<file path="config.mk">
export PLATFORM = sky130hd
export DESIGN_NAME = inst_fetch
export DESIGN_NICKNAME = d
export VERILOG_FILES = /design/src/rtl/inst_fetch.sv
export SDC_FILE = /design/constraint.sdc
export NUM_CORES = 1
export LEC_CHECK = 0
export BUFFER_PORTS_ARGS = -buffer_cell sky130_fd_sc_hd__buf_2
export CAP_MARGIN = 10
export CELL_PAD_IN_SITES_DETAIL_PLACEMENT = 0
export CELL_PAD_IN_SITES_GLOBAL_PLACEMENT = 1
export CORE_MARGIN = 2
export CORE_UTILIZATION = 42
export DETAILED_ROUTE_END_ITERATION = 7
export HOLD_SLACK_MARGIN = 0.02
export PLACE_DENSITY = 0.84
export SYNTH_ARGS = -nofsm -noshare
export SYNTH_HDL_FRONTEND = slang
export SYNTH_SLANG_ARGS = --single-unit
</file>
<file path="constraint.sdc">
create_clock -name clk -period 2.4 [get_ports clk]
set_input_delay 0.24 -clock clk [delete_from_list [all_inputs] [get_ports clk]]
set_output_delay 0.24 -clock clk [all_outputs]
set_load 0.02 [all_outputs]
</file>
<file path="src/rtl/inst_fetch.sv">
// Instruction-fetch stage: owns the PC, issues one req/ack memory fetch at a time,
// and presents program-ordered instructions to IF_ID through a one-entry skid buffer.
module inst_fetch #(
    parameter logic [31:0] RESET_PC = 32'h00000000
) (
    input  logic        clk,
    input  logic        rst,
    input  logic        stall,
    input  logic        branch_flag,
    input  logic [31:0] branch_target,
    output logic        mem_req,
    output logic [31:0] mem_addr,
    input  logic        mem_ack,
    input  logic [31:0] mem_rdata,
    output logic [31:0] if_pc,
    output logic [31:0] if_inst,
    output logic        if_valid
);

    typedef enum logic [1:0] {
        IDLE,
        REQ,
        DROP
    } state_t;

    state_t      state;
    state_t      state_next;
    logic [31:0] pc;
    logic [31:0] req_addr;
    logic [31:0] skid_pc;
    logic [31:0] skid_inst;
    logic        skid_valid;

    logic [31:0] target;
    logic        ack_take;
    logic        slot_free;
    logic        to_slot;
    logic        to_skid;
    logic        consume;
    logic        skid_full_next;
    logic        issue;
    logic        redirect_req;
    logic        redirect_pc;

    assign mem_req  = (state == REQ) || (state == DROP);
    assign mem_addr = req_addr;

    always_comb begin
        target         = {branch_target[31:2], 2'b00};
        ack_take       = (state == REQ) && mem_ack && !branch_flag;
        slot_free      = !skid_valid && (!if_valid || !stall);
        to_slot        = ack_take && slot_free;
        to_skid        = ack_take && !slot_free;
        consume        = if_valid && !stall && !branch_flag;
        skid_full_next = !branch_flag && (to_skid || (skid_valid && !consume));

        state_next   = state;
        issue        = 1'b0;
        redirect_req = 1'b0;
        redirect_pc  = 1'b0;

        // A redirect with a fetch still outstanding must wait out that fetch in DROP.
        if (branch_flag) begin
            if ((state != IDLE) && !mem_ack) begin
                state_next  = DROP;
                redirect_pc = 1'b1;
            end else begin
                state_next   = REQ;
                redirect_req = 1'b1;
            end
        end else begin
            case (state)
                IDLE: begin
                    if (!skid_full_next) begin
                        state_next = REQ;
                        issue      = 1'b1;
                    end
                end
                REQ: begin
                    if (mem_ack) begin
                        if (skid_full_next) begin
                            state_next = IDLE;
                        end else begin
                            issue = 1'b1;
                        end
                    end
                end
                DROP: begin
                    if (mem_ack) begin
                        state_next = REQ;
                        issue      = 1'b1;
                    end
                end
                default: state_next = IDLE;
            endcase
        end
    end

    always_ff @(posedge clk) begin
        if (rst) begin
            state <= IDLE;
        end else begin
            state <= state_next;
        end
    end

    always_ff @(posedge clk) begin
        if (rst) begin
            pc         <= RESET_PC;
            req_addr   <= RESET_PC;
            if_pc      <= '0;
            if_inst    <= '0;
            if_valid   <= 1'b0;
            skid_pc    <= '0;
            skid_inst  <= '0;
            skid_valid <= 1'b0;
        end else begin
            if (redirect_req) begin
                req_addr <= target;
                pc       <= target + 32'd4;
            end else if (redirect_pc) begin
                pc <= target;
            end else if (issue) begin
                req_addr <= pc;
                pc       <= pc + 32'd4;
            end

            if (branch_flag) begin
                if_valid   <= 1'b0;
                skid_valid <= 1'b0;
            end else begin
                if (to_slot) begin
                    if_pc    <= req_addr;
                    if_inst  <= mem_rdata;
                    if_valid <= 1'b1;
                end else if (consume) begin
                    if (skid_valid) begin
                        if_pc   <= skid_pc;
                        if_inst <= skid_inst;
                    end else begin
                        if_valid <= 1'b0;
                    end
                end

                if (to_skid) begin
                    skid_pc    <= req_addr;
                    skid_inst  <= mem_rdata;
                    skid_valid <= 1'b1;
                end else if (consume && skid_valid) begin
                    skid_valid <= 1'b0;
                end
            end
        end
    end

endmodule

</file>
==> results.yml <==
final_layout:
  regArea_sq_um: 3764
  layout-drive-gt1-share_pct: 21.66
  area_growth_syn_to_layout_pct: 19.75
  multi_input_area_sq_um: 4831
  fill_cells: 2061
  final_cell_mix: "dfxtp_1 (188), buf_2 (159), nand2_1 (152)"
  final_net_count: 1222
  fin_util_pct: 51.12
  design_area_sq_um: 10710
  final_common_cell: "dfxtp_1"
placed_design:
  placed_area_sq_um: 10130
  place.gp.congestion: 0.8615
  dp_hpwl_mm: 17.06
  portBuffers: 160
clocking:
  cts_buffer_depth: 2
  clockRootBuffer: "clkbuf_16"
  cts_made_buffers: 17
  cts_resized: 0
  cts.clk_slew.worst_paths_ns: 0.07
  cts.hold.buffers_added: 0
  cts_setup_buffers: 0
  insertion_delay_ns: 0.43
  cts_sinks: 188
  htree_num_levels: 4
  cts_tree: "done"
setup_path:
  critPathArrivalTime_ns: 2.58
  ff2ff_setup_slack_ns: 0.13
  cp.required_ns: 2.71
  crit_fanout: 7
  end_kind: "register"
  path_class: "reg -> reg"
  start_kind: "register"
detailed_routing:
  drt_iter0_markers: 620
  drc: 0
  via_count: 8118
  ant_nets: 0
  routed_via_density: 5.657
  drt-wirelength-per-cell_um: 17.64
  firstDrtPassIters: 5
  routed_wl_mm: 25.31
sta:
  clock.fmax_ghz: 0.4409
  fin_crit_ns: 2.268
  hold_viol_final: 0
  slew_violations: 0
  rsz0062_at_grt: "no"
  tightest_slew_ns: 0.9722
  fin_skew_ns: 0.01565
  max-slew-margin-rel_pct: 34.94
  setup_violations: 0
  period_share_pct: 94.49
  setup-tns-final_ns: 0
  finalHoldWorstSlack_ns: 0.05497
synthesis:
  ys_types: 66
  synth_area_sq_um: 8946
  yosys_warnings: 0
  synth-main-ff-cell: "dfxtp_1"
  syn_avg_cell_area_sq_um: 8.814
  netlist_instances: 1015
  synth_enable_flop_cells: 0
  async_flop_share_pct: 0
  synth_seq_cells: 188
  synth_seq_area_share_pct: 42.07
die:
  die_y_um: 149.9
  die_area_sq_um: 22480
  rows: 53
  io_pins: 167
  initial_core_util_pct: 42.69
  die_w_um: 149.9
  coreArea_sq_um: 20960
global_routing:
  antenna_found_initial: 1
  track_usage_pct: 22.32
  grt_first_pass_wirelength_mm: 40.14
  grt_max_degree: 149
  grt_overflow: 0
  grt_pass1_vias: 7435
run:
  maxCapViolations: 0
power:
  p_leak_nw: 3.988
  peakVddDrop_mv: 0.3568
  powerDensity_nw_per_um2: 670.4
min_path:
  holdCritPathClass: "in -> reg"
status:
  run_status: "complete, no violations"
## routing by layer
metal / part of all wire (%) / GRT usage, % / vias to the layer above / routed length (um)
met5: 0 / 0 / - / 0
met1: 47 / 31.04 / 3818 / 11990
met2: 46 / 35.34 / 253 / 11610
li1: - / - / 4012 / -
met3: 4.7 / 3.628 / 35 / 1178
met4: 2.1 / 7.217 / 0 / 535
## synth_stat cells, drive strengths merged, types with 14 or more instances
cell type | count | area share [%]
dfxtp | 188 | 42
nand2 | 152 | 6.4
nor2 | 73 | 3.1
a21oi | 71 | 4.0
a211oi | 67 | 5.6
mux2i | 62 | 6.9
clkbuf | 56 | 2.4
and2 | 39 | 2.7
a221o | 31 | 3.5
buf | 29 | 1.7
nand4 | 25 | 1.9
nand3 | 23 | 1.3
and4 | 16 | 1.6
o21ai | 14 | 0.78
## flip-flops by register name (all words and copies together), names as in the netlist
| name | cells |
|---|---|
| if_inst | 32 |
| skid_valid | 1 |
| if_pc | 30 |
| skid_pc | 30 |
| if_valid | 1 |
| state | 2 |
| mem_addr | 30 |
| pc | 30 |
| skid_inst | 32 |
## cell families after synthesis
group	share of synthesized area [%]
AND/OR/NAND/NOR	20.92
AO/OA/AOI/OAI	21.78
flip-flops	42.07
buffers and inverters	4.489
multiplexers	7.315
XOR/XNOR	2.545
adder cells (fa/ha/maj)	0.8391
other	0.04192
## report_power, final
| group | total (mW) | leakage (nW) | switching, mW | internal (mW) |
|---|---|---|---|---|
| sequential | 3.42 | 1.53 | 0.155 | 3.26 |
| combinational | 0.992 | 2.18 | 0.617 | 0.375 |
| clock | 2.77 | 0.277 | 1.23 | 1.54 |
| total | 7.18 | 3.99 | 2.01 | 5.18 |
## critical path, stage by stage (launching register included)
cell and delay [ns]:
dfxtp_1 0.34, inv_1 0.11, ha_1 0.22, inv_1 0.11, a221o_1 0.38, a31oi_2 0.46
a311oi_1 0.17, a2111oi_0 0.35
## final cells by class
class,count,area share (%)
well taps,275,3.212
clock buffers,18,4.006
flip-flops and latches,188,35.13
repair buffers,195,10.89
diodes,1,0.02336
inverters,9,0.3153
multi-input cells,736,45.09
clock inverters,13,1.331
## final timing paths
check / start / endpoint / cells past startpoint
max: state[0] / pc[8] / 7
min: mem_rdata[29] / skid_inst[29] / 3
max reg2reg: state[0] / pc[8] / 7
min reg2reg: skid_pc[31] / skid_pc[31] / 2
## per-stage QoR
stage | instances | total power, mW | worst slack (ns)
finish | 1435 | 7.182 | 0.1321
CTS | 1434 | 7.233 | 0.09524
global placement | 1403 | 4.456 | 0.1793
floorplan | 1018 | 4.056 | 0.3324
global route | 1435 | 7.483 | 0.02772
detailed placement | 1403 | 4.469 | 0.1137
Power figures use the tool's default switching activity.
